===== config.mk =====
export PLATFORM = sky130hd
export DESIGN_NAME = sia_rx_fifo
export DESIGN_NICKNAME = d
export VERILOG_FILES = /design/src/rtl/sia_rx_fifo_pkg.sv /design/src/rtl/sia_rx_fifo.sv
export SDC_FILE = /design/constraint.sdc
export NUM_CORES = 1
export LEC_CHECK = 0
export CAP_MARGIN = 15
export CELL_PAD_IN_SITES_DETAIL_PLACEMENT = 1
export CELL_PAD_IN_SITES_GLOBAL_PLACEMENT = 1
export CORE_MARGIN = 3
export CORE_UTILIZATION = 55
export CTS_BUF_LIST = sky130_fd_sc_hd__clkbuf_4
export DETAILED_ROUTE_END_ITERATION = 10
export DONT_BUFFER_PORTS = 1
export PLACE_DENSITY_LB_ADDON = 0.1
export SYNTH_ARGS = -nofsm -noshare
export SYNTH_HDL_FRONTEND = slang
export SYNTH_SLANG_ARGS = --single-unit
export TNS_END_PERCENT = 100

===== constraint.sdc =====
create_clock -name clk_i -period 7.19 [get_ports clk_i]
set_clock_uncertainty 0.05 [all_clocks]
set_input_delay 1.438 -clock clk_i [delete_from_list [all_inputs] [get_ports clk_i]]
set_output_delay 1.438 -clock clk_i [all_outputs]
set_load 0.005 [all_outputs]

===== src/rtl/sia_rx_fifo_pkg.sv =====
// Shared constants for the SIA receive path: captured word width and the RX status
// bit positions that the register block and firmware headers also use.
package sia_rx_fifo_pkg;

    localparam int SIA_SHIFT_REG_WIDTH = 16;

    localparam int RX_STAT_VALID_BIT   = 0;
    localparam int RX_STAT_FULL_BIT    = 1;
    localparam int RX_STAT_OVERRUN_BIT = 2;

endpackage


===== src/rtl/sia_rx_fifo.sv =====
// First-word-fall-through receive queue behind the SIA serial receiver.
// A word is captured when the receiver's idle flag rises; overrun is sticky.
module sia_rx_fifo
    import sia_rx_fifo_pkg::*;
#(
    parameter int SHIFT_REG_WIDTH = SIA_SHIFT_REG_WIDTH,
    parameter int DEPTH_LOG2      = 4,
    localparam int SRW            = SHIFT_REG_WIDTH - 1,
    localparam int DLW            = DEPTH_LOG2 - 1
) (
    input  logic              clk_i,
    input  logic              reset_i,
    input  logic [SRW:0]      rx_dat_i,
    input  logic              rx_idle_i,
    input  logic              pop_i,
    input  logic              clr_ovr_i,
    output logic [SRW:0]      dat_o,
    output logic              valid_o,
    output logic              full_o,
    output logic [DEPTH_LOG2:0] count_o,
    output logic              overrun_o
);

    localparam int DEPTH = 2 ** DEPTH_LOG2;

    logic [SRW:0]        mem_q [DEPTH];
    logic [DEPTH_LOG2:0] wr_ptr_q, wr_ptr_d;
    logic [DEPTH_LOG2:0] rd_ptr_q, rd_ptr_d;
    logic                idle_q;
    logic                ovr_q, ovr_d;

    logic empty;
    logic full;
    logic push;
    logic pop_eff;
    logic push_ok;
    logic drop;

    assign empty   = (wr_ptr_q == rd_ptr_q);
    assign full    = (wr_ptr_q[DLW:0] == rd_ptr_q[DLW:0]) &&
                     (wr_ptr_q[DEPTH_LOG2] != rd_ptr_q[DEPTH_LOG2]);
    assign push    = rx_idle_i & ~idle_q;
    assign pop_eff = pop_i & ~empty;
    // A full queue still accepts the new word if the head leaves in the same cycle.
    assign push_ok = push & (~full | pop_eff);
    assign drop    = push & full & ~pop_eff;

    always_comb begin
        wr_ptr_d = wr_ptr_q;
        rd_ptr_d = rd_ptr_q;
        ovr_d    = ovr_q;
        if (push_ok) begin
            wr_ptr_d = wr_ptr_q + 1'b1;
        end
        if (pop_eff) begin
            rd_ptr_d = rd_ptr_q + 1'b1;
        end
        if (drop) begin
            ovr_d = 1'b1;
        end else if (clr_ovr_i) begin
            ovr_d = 1'b0;
        end
    end

    always_ff @(posedge clk_i) begin
        if (reset_i) begin
            wr_ptr_q <= '0;
            rd_ptr_q <= '0;
            idle_q   <= 1'b1;
            ovr_q    <= 1'b0;
        end else begin
            wr_ptr_q <= wr_ptr_d;
            rd_ptr_q <= rd_ptr_d;
            idle_q   <= rx_idle_i;
            ovr_q    <= ovr_d;
        end
    end

    // Storage is deliberately left out of reset so it can map onto LUT RAM.
    always_ff @(posedge clk_i) begin
        if (push_ok && !reset_i) begin
            mem_q[wr_ptr_q[DLW:0]] <= rx_dat_i;
        end
    end

    assign dat_o     = mem_q[rd_ptr_q[DLW:0]];
    assign valid_o   = ~empty;
    assign full_o    = full;
    assign count_o   = wr_ptr_q - rd_ptr_q;
    assign overrun_o = ovr_q;

endmodule

### Word-level counts from Yosys, hierarchy flattened

Memories as Yosys holds them, arrays and structs flattened. A register that Yosys moved wholly into a read port is not among the register bits.
Index checks and enable logic that the tools add are counted.

* memories kept: 1
* bits in writable memories: 256
* register bits: 12
* logic and storage cells: 31
* input bits: 21
* output and inout bits: 24

* reductions and logical operators: 4
* bitwise operators: 10
* $add $sub $neg: 3
* equal/unequal tests: 3
* multiplexer cells: 6

Memory list
* mem_q: depth 16, width 16, read ports 1, clocked after Yosys merged registers in 1, write ports 1, RTL line sia_rx_fifo.sv:26 `logic [SRW:0] mem_q [DEPTH];`

Operators with widths (number)
* 5-bit by 1-bit adder with 5-bit output (second input constant): 2
* 4-bit two-way mux: 2
* 1-bit bitwise AND: 5
* 5-bit equality test: 1
* 5-bit subtractor: 1
* 4-bit equality test: 1
* 1-bit two-way mux: 4
* 1-bit inverter: 4
* 1-bit logical AND: 2
* 2-bit nonzero test: 1
* 1-bit zero test: 1
* 1-bit != test: 1
* 1-bit bitwise OR: 1

### Longest topological paths before layout

* depth in word-level cells: 8
* mapped depth: 7
* depth with buffers taken out: 7

### Least setup slack after synthesis

No wires, ideal clock.

* path type: in2reg
* start: input pop_i
* end: memory mem_q[0][0] in the netlist's numbering (enable)
* stages: 4
* required time: 6710 ps
* library setup time: 430 ps
* slack: 3302 ps
* arrival time: 3407 ps
* path buffers: 0
* cell sequence: inv_1 -> a31oi_1 -> nand2_1 -> nor4_1

* cells in the longest elaborated chain, start to end: 6

RTL lines
* start: declaration: RTL line sia_rx_fifo.sv:15 `input logic pop_i,`
* 1-bit bitwise AND: RTL line sia_rx_fifo.sv:43 `assign pop_eff = pop_i & ~empty;`
* 1-bit bitwise OR: RTL line sia_rx_fifo.sv:45 `assign push_ok = push & (~full | pop_eff);`
* 1-bit bitwise AND: RTL line sia_rx_fifo.sv:45
* 1-bit logical AND: RTL line sia_rx_fifo.sv:81 `if (push_ok && !reset_i) begin`
* 1-bit two-way mux: RTL line sia_rx_fifo.sv:81
* 1-bit two-way mux (implied by the code): RTL line sia_rx_fifo.sv:82 `mem_q[wr_ptr_q[DLW:0]] <= rx_dat_i;`
* end: declaration: RTL line sia_rx_fifo.sv:26

Every way passes these cells.

==> flow_summary_export.csv <==
group,metric,value,unit
run_status,status,"finished clean",
route,drc,0,
logic_synthesis,synth_area_leaders,"edfxtp_1 (73%), mux4_2 (14%), dfxtp_1 (3.0%)",
timing,rsz0062_at_grt,"false",
min_path,worstHoldPathCells,2,
worst_setup_path,worst_path_max_delay_cell,"dfxtp_4",
worst_setup_path,required,5700,ps
logic_synthesis,synth-main-ff-cell,"edfxtp_1",
grt,grt_use_total,0.223,
placement,gp_congestion,0.759,
worst_setup_path,worstReg2RegEnd,"mem_q[2][7]",
die,initial_core_util,0.563,
die,ios,45,
logic_synthesis,synth-seq-cells,272,
die,rows,50,
clocking,cts-root-buf,"clkbuf_4",
route,drtAntennaViolNets,0,
logic_synthesis,post_synth.cell_area_avg,20.6,um2
logic_synthesis,syn_area,10600,um2
route,drt-pass1-iter-count,5,
final_layout,final_common_cell,"edfxtp_1",
logic_synthesis,yosysUniqueCellTypes,39,
worst_setup_path,r2r-start,"wr_ptr_q[2]",
clocking,cts_tree,"yes",
final_layout,drive_above_1_share,0.340,
timing,setup_viol,0,
placement,hpwl,12.8,mm
timing,finalHoldViolations,0,
worst_setup_path,critPathCaptureType,"primary output",
worst_setup_path,critPathArrivalTime,3100,ps
die,die_x,145,um
timing,tightest_slew,1110,ps
timing,finalCritPeriodShare,0.638,
worst_setup_path,r2r_slack,3770,ps
job,max_cap_viol_count,0,
grt,grt_pass1_wl,33.6,mm
logic_synthesis,syn_inst,513,
worst_setup_path,cp_slowest_stage_delay,800,ps
clocking,cts_hold_buf,0,
logic_synthesis,syn-num-nets,544,
clocking,clockBufferDepth,3,
route,wl_per_cell,26.0,um
min_path,holdCritPathClass,"reg2reg",
worst_setup_path,worstPathCellList,"buf_4 -> mux4_2 -> a22oi_1 -> nand2_1",
worst_setup_path,path_max_fanout,33,
worst_setup_path,cp-start-kind,"flip-flop",
grt,grt_max_degree,36,
clocking,path_clk_slew,60,ps
timing,clock.fmax,218,MHz
final_layout,syn2layout_area_growth,11.3,%
clocking,cts_inserted_buffers,68,
clocking,cts_resized,0,
power,finalPower,3120,uW
power,power_density,265,nW/um2
grt,grt_pass1_vias,5710,
power,vdd_ir_drop_max,0.170,mV
clocking,post_cts_buffers,0,
worst_setup_path,endpoint,"dat_o[15]",
timing,maxSlewViolCount,0,
clocking,htreeDepth,3,
logic_synthesis,yosysSeqAreaShare,0.758,
die,die_area,20900,um2
final_layout,nets,610,
worst_setup_path,r2r_cells,7,
route,wl,22.2,mm
clocking,insertion_delay,640,ps
power,p_leak,0.00373,uW
final_layout,num-fill-cells,1584,
die,die_h,145,um
logic_synthesis,yosys.area.top_type,"edfxtp_1",
clocking,cts_num_sinks,272,
timing,post-route-min-period,4590,ps
logic_synthesis,yosysWarnings,0,
grt,gr-total-overflow,0,
placement,portBuffers,0,
logic_synthesis,synth_edf_count,256,
logic_synthesis,async_reset_ff_frac,0,
die,core,18800,um2
logic_synthesis,synth_top_area_frac,0.728,
final_layout,final_cell_mix,"edfxtp_1 (256), clkbuf_4 (94), mux4_2 (64), a22oi_1 (32), nand2_1 (22)",
worst_setup_path,path_class,"reg2out",
route,first_iter_violations,388,
timing,maxSlewHeadroom,0.256,
timing,fin_setup_tns,0,ps
grt,antenna_found_initial,1,
route,num_vias,5231,
route,post_drt_via_cell_ratio,6.13,
==> area by class of cell <==
cell class	instances	area, um2	area share
Sequential cell	272	8010	0.682
Multi-Input combinational cell	206	2440	0.208
Clock buffer	93	698	0.0594
Tap cell	234	293	0.0249
Timing Repair Buffer	21	178	0.0151
Clock inverter	16	92.6	0.00788
Inverter	10	37.5	0.00319
Antenna cell	1	2.50	0.000213
==> metal layers <==
metal,vias to the layer above,GRT usage,wire length (um),share of wire
li1,2272,-,-,-
met1,2722,0.304,9140,0.41
met2,202,0.356,11200,0.50
met3,35,0.0618,1450,0.065
met4,0,0.0736,425,0.019
met5,-,0,0,0
==> report_power, final <==
part / internal [uW] / switching [uW] / total, uW
registers: 1740 / 22.8 / 1760
clock network: 631 / 573 / 1200
logic: 91.0 / 65.4 / 156
total: 2460 / 661 / 3120
==> state kept, by name, summed over array words and instances (netlist names), named ones only <==
signal / count
rd_ptr_q: 5
idle_q: 1
overrun_o: 1
wr_ptr_q: 5
mem_q: 256
==> worst max-delay path, delay by kind of cell (launching register included) <==
family	cells	cell delay, ps
AO/OA/AOI/OAI	1	250
multiplexers	1	590
flip-flops	1	800
buffers and inverters	1	660
AND/OR/NAND/NOR	1	140
==> synthesized netlist by cell type, types with 2 or more instances <==
cell type	count
buf_6	3
nor4_1	3
nand3b_1	2
buf_4	4
or3_1	3
dfxtp_1	16
buf_2	2
ha_1	9
nand3_1	4
nand4_1	3
a22oi_1	32
inv_1	10
o21ai_0	3
buf_1	3
mux4_2	64
nor3_1	2
nand2_1	22
a21oi_1	7
nor2b_1	5
nor2_1	21
clkbuf_1	13
mux2i_1	2
a21o_1	2
edfxtp_1	256
nor3b_1	2
xor2_1	2
xnor2_1	6
==> cells by family after synthesis <==
logic type,Yosys count,synth area share
compound gates,48,0.0322
buf+inv,35,0.0162
mux,67,0.139
simple gates,72,0.0328
xor+xnor,9,0.00818
flops,272,0.758
fa+ha+maj,10,0.0126
==> metrics by stage <==
stage / area, um2 / instances / hold slack, ps / worst slack (ps) / util
final: 11800 / 853 / 499 / 2600 / 0.626
after global routing: 11800 / 853 / 561 / 2280 / 0.626
after CTS: 11700 / 850 / 499 / 2430 / 0.624
after detailed placement: 10900 / 741 / 488 / 3140 / 0.582
after global placement: 10900 / 739 / 463 / 3170 / 0.581
after floorplan: 10600 / 513 / 436 / 3300 / -
==> how the worst min path moves through the flow <==
stage                        endpoint  slack, ps        start
after floorplan             flip-flop        440  rd_ptr_q[3]
after global placement    rd_ptr_q[3]        460  rd_ptr_q[3]
after detailed placement    flip-flop        490  rd_ptr_q[3]
after CTS                 rd_ptr_q[3]        500  rd_ptr_q[3]
after global routing      wr_ptr_q[4]        560  wr_ptr_q[4]
final                     rd_ptr_q[3]        500  rd_ptr_q[3]
No activity file was read; power rests on OpenSTA's default activity.
